`config.mk`:
```
export PLATFORM = sky130hd
export DESIGN_NAME = shift_reg_loader_flat
export DESIGN_NICKNAME = d
export VERILOG_FILES = /design/src/rtl/shift_reg_loader_if.sv /design/src/rtl/shift_reg_loader.sv /design/src/flat_wrapper.sv
export SDC_FILE = /design/constraint.sdc
export NUM_CORES = 1
export LEC_CHECK = 0
export CAP_MARGIN = 10
export CORE_MARGIN = 2
export CORE_UTILIZATION = 44
export CTS_CLUSTER_SIZE = 16
export DETAILED_ROUTE_END_ITERATION = 10
export GPL_TIMING_DRIVEN = 0
export PLACE_DENSITY = 0.74
export SKIP_LAST_GASP = 1
export SLEW_MARGIN = 20
export SYNTH_ARGS = -nofsm -noshare
export SYNTH_HDL_FRONTEND = slang
export SYNTH_SLANG_ARGS = --single-unit
```
`constraint.sdc`:
```
create_clock -name Clk -period 1.6 [get_ports Clk]
set_input_delay 0.32 -clock Clk [delete_from_list [all_inputs] [get_ports Clk]]
set_output_delay 0.32 -clock Clk [all_outputs]
set_load 0.01 [all_outputs]
```
`src/rtl/shift_reg_loader_if.sv`:
```
// Handshake and serial-output bundle between a byte producer and the shift register loader.
interface shift_reg_loader_if;
    logic [7:0] Din;
    logic       Load;
    logic       Clr;
    logic       Ready;
    logic       Busy;
    logic       SER;
    logic       Shift_En;
    logic       Done;
    logic [3:0] Bit_Cnt;

    modport master (
        output Din, Load, Clr,
        input  Ready, Busy, SER, Shift_En, Done, Bit_Cnt
    );

    modport slave (
        input  Din, Load, Clr,
        output Ready, Busy, SER, Shift_En, Done, Bit_Cnt
    );
endinterface

```
`src/rtl/shift_reg_loader.sv`:
```
// Serializes an accepted byte onto SER with one Shift_En strobe every DIV clocks,
// then pulses Done for one cycle and returns to idle.
module shift_reg_loader #(
    parameter int unsigned DIV       = 4,
    parameter bit          MSB_FIRST = 1'b1
) (
    input  logic                 Clk,
    input  logic                 RST,
    shift_reg_loader_if.slave    bus
);

    localparam int unsigned     PW   = (DIV > 1) ? $clog2(DIV) : 1;
    localparam logic [PW-1:0]   LAST = PW'(DIV - 1);

    typedef enum logic [1:0] {
        IDLE  = 2'd0,
        SHIFT = 2'd1,
        DONE  = 2'd2
    } state_t;

    state_t        state_q, state_d;
    logic [7:0]    sh_q, sh_d;
    logic [PW-1:0] presc_q, presc_d;
    logic [3:0]    cnt_q, cnt_d;
    logic          shift_en_q, shift_en_d;
    logic          ser_q, ser_d;
    logic          strobe;

    assign strobe = (state_q == SHIFT) && (presc_q == LAST);

    always_comb begin
        // NOTE: every signal assigned here gets a default first, so no path can infer a latch.
        state_d = state_q;
        sh_d    = sh_q;
        presc_d = presc_q;
        cnt_d   = cnt_q;

        unique case (state_q)
            IDLE: begin
                if (bus.Load && !bus.Clr) begin
                    sh_d    = bus.Din;
                    presc_d = '0;
                    cnt_d   = '0;
                    state_d = SHIFT;
                end
            end
            SHIFT: begin
                // Clr wins over a coincident strobe: the count must not advance.
                if (bus.Clr) begin
                    presc_d = '0;
                    cnt_d   = '0;
                    state_d = IDLE;
                end else begin
                    presc_d = (presc_q == LAST) ? '0 : presc_q + PW'(1);
                    if (strobe) begin
                        sh_d  = MSB_FIRST ? {sh_q[6:0], 1'b0} : {1'b0, sh_q[7:1]};
                        cnt_d = cnt_q + 4'd1;
                        if (cnt_q == 4'd7) begin
                            state_d = DONE;
                        end
                    end
                end
            end
            DONE: begin
                presc_d = '0;
                cnt_d   = '0;
                state_d = IDLE;
            end
            default: begin
                presc_d = '0;
                cnt_d   = '0;
                state_d = IDLE;
            end
        endcase

        // Strobe and serial bit are computed one cycle early so both leave flops directly.
        shift_en_d = (state_d == SHIFT) && (presc_d == LAST);
        ser_d      = (state_d == SHIFT) ? (MSB_FIRST ? sh_d[7] : sh_d[0]) : 1'b0;
    end

    always_ff @(posedge Clk or negedge RST) begin
        if (!RST) begin
            state_q    <= IDLE;
            sh_q       <= '0;
            presc_q    <= '0;
            cnt_q      <= '0;
            shift_en_q <= 1'b0;
            ser_q      <= 1'b0;
        end else begin
            // NOTE: non-blocking assignments make every register update from the same pre-edge values.
            state_q    <= state_d;
            sh_q       <= sh_d;
            presc_q    <= presc_d;
            cnt_q      <= cnt_d;
            shift_en_q <= shift_en_d;
            ser_q      <= ser_d;
        end
    end

    assign bus.Ready    = (state_q == IDLE);
    assign bus.Busy     = (state_q == SHIFT);
    assign bus.Done     = (state_q == DONE);
    assign bus.Shift_En = shift_en_q;
    assign bus.SER      = ser_q;
    assign bus.Bit_Cnt  = cnt_q;

endmodule

```
`src/flat_wrapper.sv`:
```
// flat-port wrapper written by rule: the top's interface ports become plain ports
module shift_reg_loader_flat 
#(
    parameter int unsigned DIV       = 4,
    parameter bit          MSB_FIRST = 1'b1
)
  (Clk, RST, bus_Din, bus_Load, bus_Clr, bus_Ready, bus_Busy, bus_SER, bus_Shift_En, bus_Done, bus_Bit_Cnt);
  shift_reg_loader_if bus_i ();
  input  logic Clk;
  input  logic RST;
  input wire logic [$bits(bus_i.Din)-1:0] bus_Din;
  input wire logic [$bits(bus_i.Load)-1:0] bus_Load;
  input wire logic [$bits(bus_i.Clr)-1:0] bus_Clr;
  output wire logic [$bits(bus_i.Ready)-1:0] bus_Ready;
  output wire logic [$bits(bus_i.Busy)-1:0] bus_Busy;
  output wire logic [$bits(bus_i.SER)-1:0] bus_SER;
  output wire logic [$bits(bus_i.Shift_En)-1:0] bus_Shift_En;
  output wire logic [$bits(bus_i.Done)-1:0] bus_Done;
  output wire logic [$bits(bus_i.Bit_Cnt)-1:0] bus_Bit_Cnt;
  assign bus_i.Din = bus_Din;
  assign bus_i.Load = bus_Load;
  assign bus_i.Clr = bus_Clr;
  assign bus_Ready = bus_i.Ready;
  assign bus_Busy = bus_i.Busy;
  assign bus_SER = bus_i.SER;
  assign bus_Shift_En = bus_i.Shift_En;
  assign bus_Done = bus_i.Done;
  assign bus_Bit_Cnt = bus_i.Bit_Cnt;
  shift_reg_loader #(.DIV(DIV), .MSB_FIRST(MSB_FIRST)) u_core (.Clk(Clk), .RST(RST), .bus(bus_i));
endmodule
```
==> impl_results.md, run 1 <==
- Status: finished clean
- RSZ-0062 raised after global routing: false
- Mapped cell area: 945.9 um^2
- CTS tree: yes
- Nets: 131
- Ys async rst share: 100.0%
- Worst Skew: 0.004946 ns
- Clk Latency, worst-skew pair: 0.30 ns
- Endpoint class of the critical path: output port
- Max Buffers Root-to-Sink: 2
- Synth warnings: 0
- Die area: 0.002537 mm^2
- Crit path time final: 1.526 ns
- Initial core utilization: 47.25%
- Final Max Slew Viols: 0
- Final Hold Fails: 0
- WP data required: 1.28 ns
- Final setup violating endpoints: 0
- Clock Root Buffer: clkbuf_4
- Crit-path max FO: 10
- Design area: 0.001272 mm^2
- Leakage: 0.6306 nW
- Clock-pin slew reported for the worst setup and hold paths after clock tree synthesis: 0.11 ns
- Relative slew margins: 46.54%
- Cells after synthesis: 85
- HPWL after DPL: 1322 um
- Die span in y: 50.37 um
- Initial antenna violation count: 0
- GRT Util Overall: 16.06%
- TritonCTS buffer count: 3
- Final wirelength: 1936 um
- Vias per cell: 5.343
- Area Overhead vs Synth: 34.52%
- CP Launch Type: flip-flop
- Clk sinks: 18
- # DRC: 0
- H-tree levels: 1
- Worst vdd ir: 0.5058 mV
- I/O pin total: 21
- Post-place instance area: 0.001170 mm^2
- Ys flop type: dfrtp_1
- Vias post-DR: 764
- Crit path arrival time: 1.21 ns
- Width of the die: 50.37 um
- Antenna-violating nets left: 0
- #FFs+latches synth: 18
- Setup TNS: 0 ns
- FMAX: 655.4 MHz
- Tot Pwr: 0.001025 W
- Layout cells sized above 1: 25.00%
- Min-Delay Path Class: primary input to flip-flop
- Grt ovf: 0
- Placer congestion estimate: 0.7241
- Synth cell types: 34
- Synthesized Nets: 99
- Diodes inserted: 0
- First-pass GRT wire length: 3070 um
- Avg WL per Cell: 13.54 um
- Power per cell area: 805.4 mW/mm^2
- Setup CP Type: flip-flop to output port
- Vias in the first global route: 706
- Buffers on Ports: 19
- Number of flops mapped to enable cells by yosys: 0
- Mean post-synth cell area: 11.13 um^2
- Final Cycle Share: 95.37%
- Drt pass-1 iters: 3
- Core area: 0.002002 mm^2
- Max-cap violation count: 0
- Drt initial violations: 5
- # rows: 16
- Largest net degree at the start of global routing: 19
- Worst slew pin tran: 0.7995 ns
- Post-synthesis sequential area ratio: 47.62%
[kinds of logic (layout without fill, tap and decap cells)]
logic type,count (synthesis),in the layout,share of synthesized area (%)
mux,1,1,1.058
buf+inv,7,38,4.762
simple gates,30,30,21.83
flops,18,18,47.62
fa+ha+maj,2,2,2.645
compound gates,27,27,22.09
[cells in the final DEF, fill, tap and decap left out, drive strengths merged, types with 3 or more instances in the layout]
master / Yosys / routed
buf: 3 / 12
nand3: 4 / 4
o21ai: 4 / 4
inv: 3 / 3
a21o: 6 / 6
clkbuf: 1 / 5
clkdlybuf4s50: 0 / 15
nand2: 6 / 6
a22o: 7 / 7
nor2: 6 / 6
a21oi: 3 / 3
dfrtp: 18 / 18
[flip-flops by register name, indices dropped and copies added (netlist names)]
signal,flops
u_core.sh_q,8
u_core.bus.Bit_Cnt,4
u_core.presc_q,2
u_core.state_q,2
u_core.bus.SER,1
u_core.bus.Shift_En,1
[cells in the mapped netlist, types with 2 or more instances]
| master | number | area, um^2 |
|---|---|---|
| buf_6 | 2 | 22.52 |
| a21o_1 | 6 | 45.04 |
| nand2_1 | 6 | 22.52 |
| nand3_1 | 4 | 20.02 |
| inv_1 | 3 | 11.26 |
| a22o_1 | 3 | 26.28 |
| a21oi_1 | 3 | 15.01 |
| nand4b_1 | 2 | 17.52 |
| o21ai_0 | 4 | 20.02 |
| dfrtp_1 | 18 | 450.4 |
| nor2_1 | 5 | 18.77 |
| ha_1 | 2 | 25.02 |
| a22o_2 | 4 | 40.04 |
| a32oi_1 | 2 | 17.52 |
| nand2b_1 | 2 | 12.51 |
[metal layers]
layer	global-route usage, %	part of all wire [%]	up-vias
met1	21.48	47	363
met2	24.34	49	11
met5	0	0	-
met3	2.679	2.0	4
li1	-	-	386
met4	9.459	2.0	0
[worst max-delay path: stages, from the launching register on]
cell,delay (ns)
dfrtp_1,0.41
buf_4,0.17
nor2_1,0.09
clkdlybuf4s15_1,0.24
[report_power, final]
part           internal, W  leakage [nW]  switching [W]
combinational     0.000109         0.374      0.0000916
clock             0.000139        0.0210       0.000144
sequential        0.000509         0.236      0.0000318
[path summary, 6_finish.rpt]
kind	from	end	slack, ns	depth (start not counted)
worst max-delay path	u_core.state_q[0]	bus_Ready	0.07	3
worst min-delay path	bus_Clr	u_core.state_q[1]	0.24	2
worst max register to register	u_core.presc_q[0]	u_core.sh_q[6]	0.07	5
worst min register to register	u_core.sh_q[1]	u_core.sh_q[1]	0.48	1
max in group asynchronous	RST	u_core.sh_q[0]	0.63	1
min in group asynchronous	RST	u_core.bus.Bit_Cnt[2]	0.47	1
[stage by stage]
stage / hold slack [ns] / std cells / utilization [%] / setup slack, ns
after floorplan: 0.02441 / 85 / - / 0.1178
after global placement: 0.4591 / 131 / 58.44 / -0.3122
after detailed placement: 0.4669 / 131 / 58.44 / -0.3321
after CTS: 0.2219 / 140 / 62.19 / -0.2572
after global routing: 0.2397 / 143 / 63.56 / 0.001498
final: 0.2359 / 143 / 63.56 / 0.07413
[what timing repair did]
action	in CTS	in global routing
endpoints found under the setup margin	5	14
endpoints found under the hold margin	0	0
pin swaps	0	2
setup buffers	5	3
resized for setup	4	8
hold buffers	0	0
[cell type report]
class / instances / area [um^2]
Fill cell: 175 / 729.5
Multi-Input combinational cell: 60 / 452.9
Sequential cell: 18 / 450.4
Timing Repair Buffer: 27 / 250.2
Buffer: 4 / 37.54
Clock buffer: 4 / 36.28
Tap cell: 27 / 33.78
Inverter: 3 / 11.26
Power figures use the tool's default switching activity.
==> run 2: changes to the inputs <==
Settings changed: CORE_MARGIN 2 to unset, CORE_UTILIZATION 44 to 48, PLACE_DENSITY 0.74 to 0.77.
Clock period 1.6 ns to 1.52 ns, I/O delays scaled along.
==> impl_results.md, run 2 (synthesis gave the netlist of run 1 again) <==
- Status: finished clean
- RSZ-0062 raised after global routing: true
- Final setup violating endpoints: 0 (unchanged)
- Diodes inserted: 0 (unchanged)
- Worst vdd ir: 0.5814 mV (+15%)
- Grt ovf: 0 (unchanged)
- HPWL after DPL: 1309 um (-0.97%)
- Clk sinks: 18 (unchanged)
- Reg-to-Reg End: u_core.sh_q[2]
- Nets: 134 (+2.3%)
- Die area: 0.002152 mm^2 (-15%)
- Antenna-violating nets left: 0 (unchanged)
- Endpoint class of the critical path: output port
- Initial antenna violation count: 0 (unchanged)
- Worst slew pin tran: 0.7973 ns (-0.002119 ns)
- Reg2reg start: u_core.presc_q[1]
- CTS tree: yes
- FMAX: 660.6 MHz
- Pre-CTS setup slack: -0.4047 ns (-0.07258 ns)
- Width of the die: 46.39 um (-7.9%)
- Clock Root Buffer: clkbuf_4
- Crit-path max FO: 10 (unchanged)
- WP data required: 1.22 ns (-0.06 ns)
- H-tree levels: 1 (unchanged)
- Final Cycle Share: 99.58%
- GRT Util Overall: 20.20% (+4.1 points)
- Clock-pin slew reported for the worst setup and hold paths after clock tree synthesis: 0.09 ns (-0.02 ns)
- # DRC: 0 (unchanged)
- Final worst slack: 0.006320 ns (-0.06781 ns)
- Vias per cell: 5.811 (+8.8%)
- Drt initial violations: 23 (+18)
- Setup TNS: 0 ns (unchanged)
- First-pass GRT wire length: 2891 um (-5.8%)
- Relative slew margins: 46.68% (+0.14 points)
- Vias post-DR: 831 (+8.8%)
- TritonCTS buffer count: 3 (unchanged)
- Area Overhead vs Synth: 38.23%
- Worst Skew: 0.003227 ns (-0.001719 ns)
- Max-cap violation count: 0 (unchanged)
- Leakage: 0.6861 nW (+8.8%)
- Drt pass-1 iters: 4 (+1)
- Largest register FFs: 8 (unchanged)
- R2r setup slk: 0.04 ns (-0.03 ns)
- # rows: 15 (-1)
- Final Hold Fails: 0 (unchanged)
- Setup CP Type: flip-flop to output port
- I/O pin total: 21 (unchanged)
- Post-layout util: 73.33% (+9.8 points)
- Final wirelength: 2220 um (+15%)
- Hold depth: 2 (unchanged)
- Biggest register: u_core.sh_q
- Largest net degree at the start of global routing: 19 (unchanged)
- Power per cell area: 799.5 mW/mm^2 (-0.73%)
- Most frequent cells in the layout: 18 x dfrtp_1, 12 x clkdlybuf4s50_1, 10 x buf_4
- Most common cell after layout, fill and taps aside: dfrtp_1
- Initial core utilization: 53.05% (+5.8 points)
- Min-Delay Path Class: primary input to flip-flop
- Hold endpoint: u_core.state_q[1]
- Hold wc startpoint: bus_Clr
- Max Buffers Root-to-Sink: 2 (unchanged)
- Avg WL per Cell: 15.52 um (+15%)
- Crit path time final: 1.514 ns
- Vias in the first global route: 685 (-3.0%)
- Placer congestion estimate: 0.7902 (+9.1%)
- Final Max Slew Viols: 0 (unchanged)
- Core area: 0.001783 mm^2 (-11%)
- Clk Latency, worst-skew pair: 0.30 ns (about the same)
- Die span in y: 46.39 um (-7.9%)
- Buffers on Ports: 19 (unchanged)
- Crit path arrival time: 1.21 ns (about the same)
- Layout cells sized above 1: 27.12% (+2.1 points)
- Worst Reg2Reg Path Length in Cells: 5 (unchanged)
- CP Launch Type: flip-flop
-- run 2: cell types whose count changed in the layout (fill, tap and decap cells not counted) --
cell / previous run / this run
clkdlybuf4s50_1: 15 / 12
buf_2: 0 / 2
dlymetal6s2s_1: 2 / 4
a22o_2: 4 / 3
a22o_4: 0 / 1
buf_6: 2 / 3
buf_8: 0 / 1
clkbuf_8: 1 / 0
ha_2: 1 / 0
ha_4: 0 / 1
inv_2: 1 / 0
inv_4: 0 / 1
-- run 2: power by group --
group	internal [W]	switching, W
logic	0.000125	0.000105
registers	0.000536	0.0000390
clock network	0.0000926	0.000148
-- run 2: cell type report --
type	count	area, um^2
Buffer	4	48.80
Clock buffer	3	22.52
Fill cell	121	475.5
Inverter	3	13.76
Multi-Input combinational cell	60	470.5
Sequential cell	18	450.4
Tap cell	25	31.28
Timing Repair Buffer	30	270.3
-- run 2: layer usage --
metal | vias up | track usage (%) | part of all wire, %
li1 | 387 | - | -
met1 | 412 | 24.51 | 43
met2 | 26 | 30.28 | 49
met3 | 6 | 3.529 | 4.3
met4 | 0 | 17.65 | 3.4
met5 | - | 0 | 0
-- run 2: through the flow --
stage          cell area, um^2  hold slack [ns]  instances  power (W)
2_1_floorplan            945.9         0.008409         85  0.0006980
3_3_place_gp              1167           0.4599        129  0.0007746
3_5_place_dp              1167           0.4677        129  0.0007816
4_1_cts                   1284           0.2148        142   0.001038
5_1_grt                   1308           0.2098        143   0.001099
6_report                  1308           0.2233        143   0.001045
-- run 2: repair_timing --
| action | 4_1_cts | 5_1_grt |
|---|---|---|
| setup buffers | 10 | 0 |
| cloned | 0 | 1 |
| resized for setup | 13 | 10 |
| pin swaps | 1 | 4 |
| hold buffers | 0 | 0 |
| setup endpoints to repair | 15 | 13 |
-- run 2: how the worst max path moves through the flow --
stage,start,to,slack [ns],cells past startpoint
detailed placement,bus_Load,u_core.sh_q[0],-0.40,4
global route,u_core.state_q[1],bus_Done,-0.04,3
CTS,u_core.state_q[1],bus_Done,-0.05,3
floorplan,u_core.presc_q[0],u_core.sh_q[2],0.04,5
global placement,bus_Load,u_core.sh_q[0],-0.40,4
finish,u_core.state_q[1],bus_Done,0.006,3
-- run 2: worst max-delay path, stage by stage (launching register included) --
cell             delay, ns
dfrtp_1               0.42
buf_8                 0.15
nor2b_1               0.12
clkdlybuf4s15_1       0.22
==> run 3: changes to the inputs <==
Settings changed: PLACE_DENSITY 0.77 to unset, PLACE_DENSITY_LB_ADDON set to 0.05.
==> impl_results.md, run 3 (synthesis gave the netlist of run 1 again) <==
- Worst setup startpoint: u_core.presc_q[1]
- Clock Root Buffer: clkbuf_4
- Final Max Slew Viols: 0 (unchanged)
- Largest net degree at the start of global routing: 19 (unchanged)
- Placer congestion estimate: 0.7941 (+0.49%)
- Die area: 0.002152 mm^2 (unchanged)
- I/O pin total: 21 (unchanged)
- Worst Reg2Reg Path Length in Cells: 5 (unchanged)
- Final Hold Fails: 0 (unchanged)
- Most common cell after layout, fill and taps aside: dfrtp_1
- Nets: 135 (+0.75%)
- Crit-path cells: ha_4 > and4bb_2 > buf_6 > a22o_2 > a21o_1
- Relative slew margins: 46.33% (-0.35 points)
- Filler instances: 134 (+11%)
- First-pass GRT wire length: 3167 um (+9.5%)
- Worst Skew: 0.001637 ns (-0.001590 ns)
- Crit path max-delay cell type: dfrtp_1
- Max Buffers Root-to-Sink: 2 (unchanged)
- Die span in y: 46.39 um (unchanged)
- Cell count after placement: 129 (unchanged)
- Final wirelength: 2062 um (-7.1%)
- CTS tree: yes
- Crit path arrival time: 1.69 ns (+0.48 ns)
- Hold wc startpoint: bus_Clr
- CP Launch Type: flip-flop
- H-tree levels: 1 (unchanged)
- FMAX: 672.9 MHz (+1.9%)
- Clock-pin slew reported for the worst setup and hold paths after clock tree synthesis: 0.11 ns (+0.02 ns)
- Reg2reg start: u_core.presc_q[1]
- Clk Latency, worst-skew pair: 0.30 ns (about the same)
- Vias post-DR: 816 (-1.8%)
- Diodes inserted: 0 (unchanged)
- TritonCTS buffer count: 3 (unchanged)
- Vias in the first global route: 754 (+10%)
- Drt pass-1 iters: 3 (-1)
- Initial antenna violation count: 0 (unchanged)
- Biggest register: u_core.sh_q
- Avg WL per Cell: 14.22 um (-8.4%)
- Buffers on Ports: 19 (unchanged)
- Worst vdd ir: 0.7527 mV (+29%)
- Status: finished clean
- Layout cells sized above 1: 31.67% (+4.5 points)
- Largest register FFs: 8 (unchanged)
- WP data required: 1.72 ns (+0.50 ns)
- Leakage: 0.6629 nW (-3.4%)
- Met2 usage: 33.89% (+3.6 points)
- GRT Util Overall: 21.20% (+1.0 points)
- Clk sinks: 18 (unchanged)
- Grt ovf: 0 (unchanged)
- Width of the die: 46.39 um (unchanged)
- Setup CP Type: flip-flop to flip-flop
- GR peak layer: met2
- Setup TNS: 0 ns (unchanged)
- Initial core utilization: 53.05% (unchanged)
- Power per cell area: 844.1 mW/mm^2 (+5.6%)
- Hold depth: 2 (unchanged)
- Critical path buffer and inverter count: 1 (-1)
- Endpoint class of the critical path: flip-flop
- Min-Delay Path Class: primary input to flip-flop
- Vias per cell: 5.628 (-3.2%)
- HPWL after DPL: 1283 um (-2.0%)
- Most frequent cells in the layout: 17 x dfrtp_1, 12 x clkdlybuf4s50_1, 12 x buf_4
- Max-cap violation count: 0 (unchanged)
- # DRC: 0 (unchanged)
- Area Overhead vs Synth: 41.53%
- Hold buffer count at CTS: 0 (unchanged)
- Final setup violating endpoints: 0 (unchanged)
- Cell Count, Final, Fillers Out: 145 (+1.4%)
- Core area: 0.001783 mm^2 (unchanged)
- Crit-path max FO: 10 (unchanged)
- Crit path time final: 1.486 ns (-0.02757 ns)
- Worst slew pin tran: 0.8025 ns (+0.005173 ns)
- Antenna-violating nets left: 0 (unchanged)
- RSZ-0062 raised after global routing: true
- WP depth: 5 (+2)
- Max incr delay on CP: 0.43 ns (about the same)
- GR Util met3: 2.353% (-1.2 points)
- Global routing usage on met1: 27.20% (+2.7 points)
- Drt initial violations: 16 (-30%)
- Final Cycle Share: 97.77% (-1.8 points)
- # rows: 15 (unchanged)
- CP top delay family: flip-flops
-- run 3: changes by cell type in the layout (fill, tap and decap cells not counted), moves of 2 or more --
cell and delta:
clkbuf_8 +2, dlymetal6s2s_1 -2, buf_4 +2, dlygate4sd2_1 +2
-- run 3: area by class of cell --
type                            instances  area, um^2  area share [%]
Buffer                                  4       47.55           3.551
Clock buffer                            4       36.28           2.710
Inverter                                3       13.76           1.028
Multi-Input combinational cell         60       490.5           36.64
Sequential cell                        18       451.7           33.74
Tap cell                               25       31.28           2.336
Timing Repair Buffer                   31       267.8           20.00
-- run 3: path summary, 6_finish.rpt --
path,to,slack [ns]
min,u_core.state_q[1],0.22
max in group asynchronous,u_core.state_q[1],0.52
max reg2reg,u_core.sh_q[2],0.03
min reg2reg,u_core.sh_q[5],0.49
min in group asynchronous,u_core.bus.Shift_En,0.45
max,u_core.sh_q[2],0.03
-- run 3: metal layers --
layer / vias to the layer above / wire length (um)
met5: - / 0
met4: 0 / 57
met3: 7 / 72
met2: 18 / 1018
met1: 401 / 914
li1: 390 / -
-- run 3: what timing repair did --
| action | 4_1_cts | 5_1_grt |
|---|---|---|
| pin swaps | 1 | 5 |
| endpoints found under the setup margin | 15 | 8 |
| setup buffers | 10 | 2 |
| resized for setup | 15 | 12 |
-- run 3: worst reg2reg max path: stages (launching register included) --
cell,delay [ns]
dfrtp_1,0.43
ha_4,0.20
and4bb_2,0.26
buf_6,0.14
a22o_2,0.20
a21o_1,0.15
-- run 3: through the flow --
| stage | setup slack, ns | hold slack [ns] | area (um^2) | power, W | util [%] |
|---|---|---|---|---|---|
| after detailed placement | -0.3645 | 0.4659 | 1167 | 0.0007823 | 65.47 |
| after global placement | -0.4028 | 0.4616 | 1167 | 0.0007744 | 65.47 |
| after CTS | -0.07881 | 0.2039 | 1285 | 0.001102 | 72.07 |
| after global routing | -0.02839 | 0.2236 | 1339 | 0.001180 | 75.09 |
| after floorplan | 0.03781 | 0.008409 | 945.9 | 0.0006980 | - |
| final | 0.03389 | 0.2211 | 1339 | 0.001130 | 75.09 |
-- run 3: power breakdown --
group	switching (W)	internal [W]
logic	0.000110	0.000139
registers	0.0000390	0.000536
clock network	0.000160	0.000146
total	0.000308	0.000822
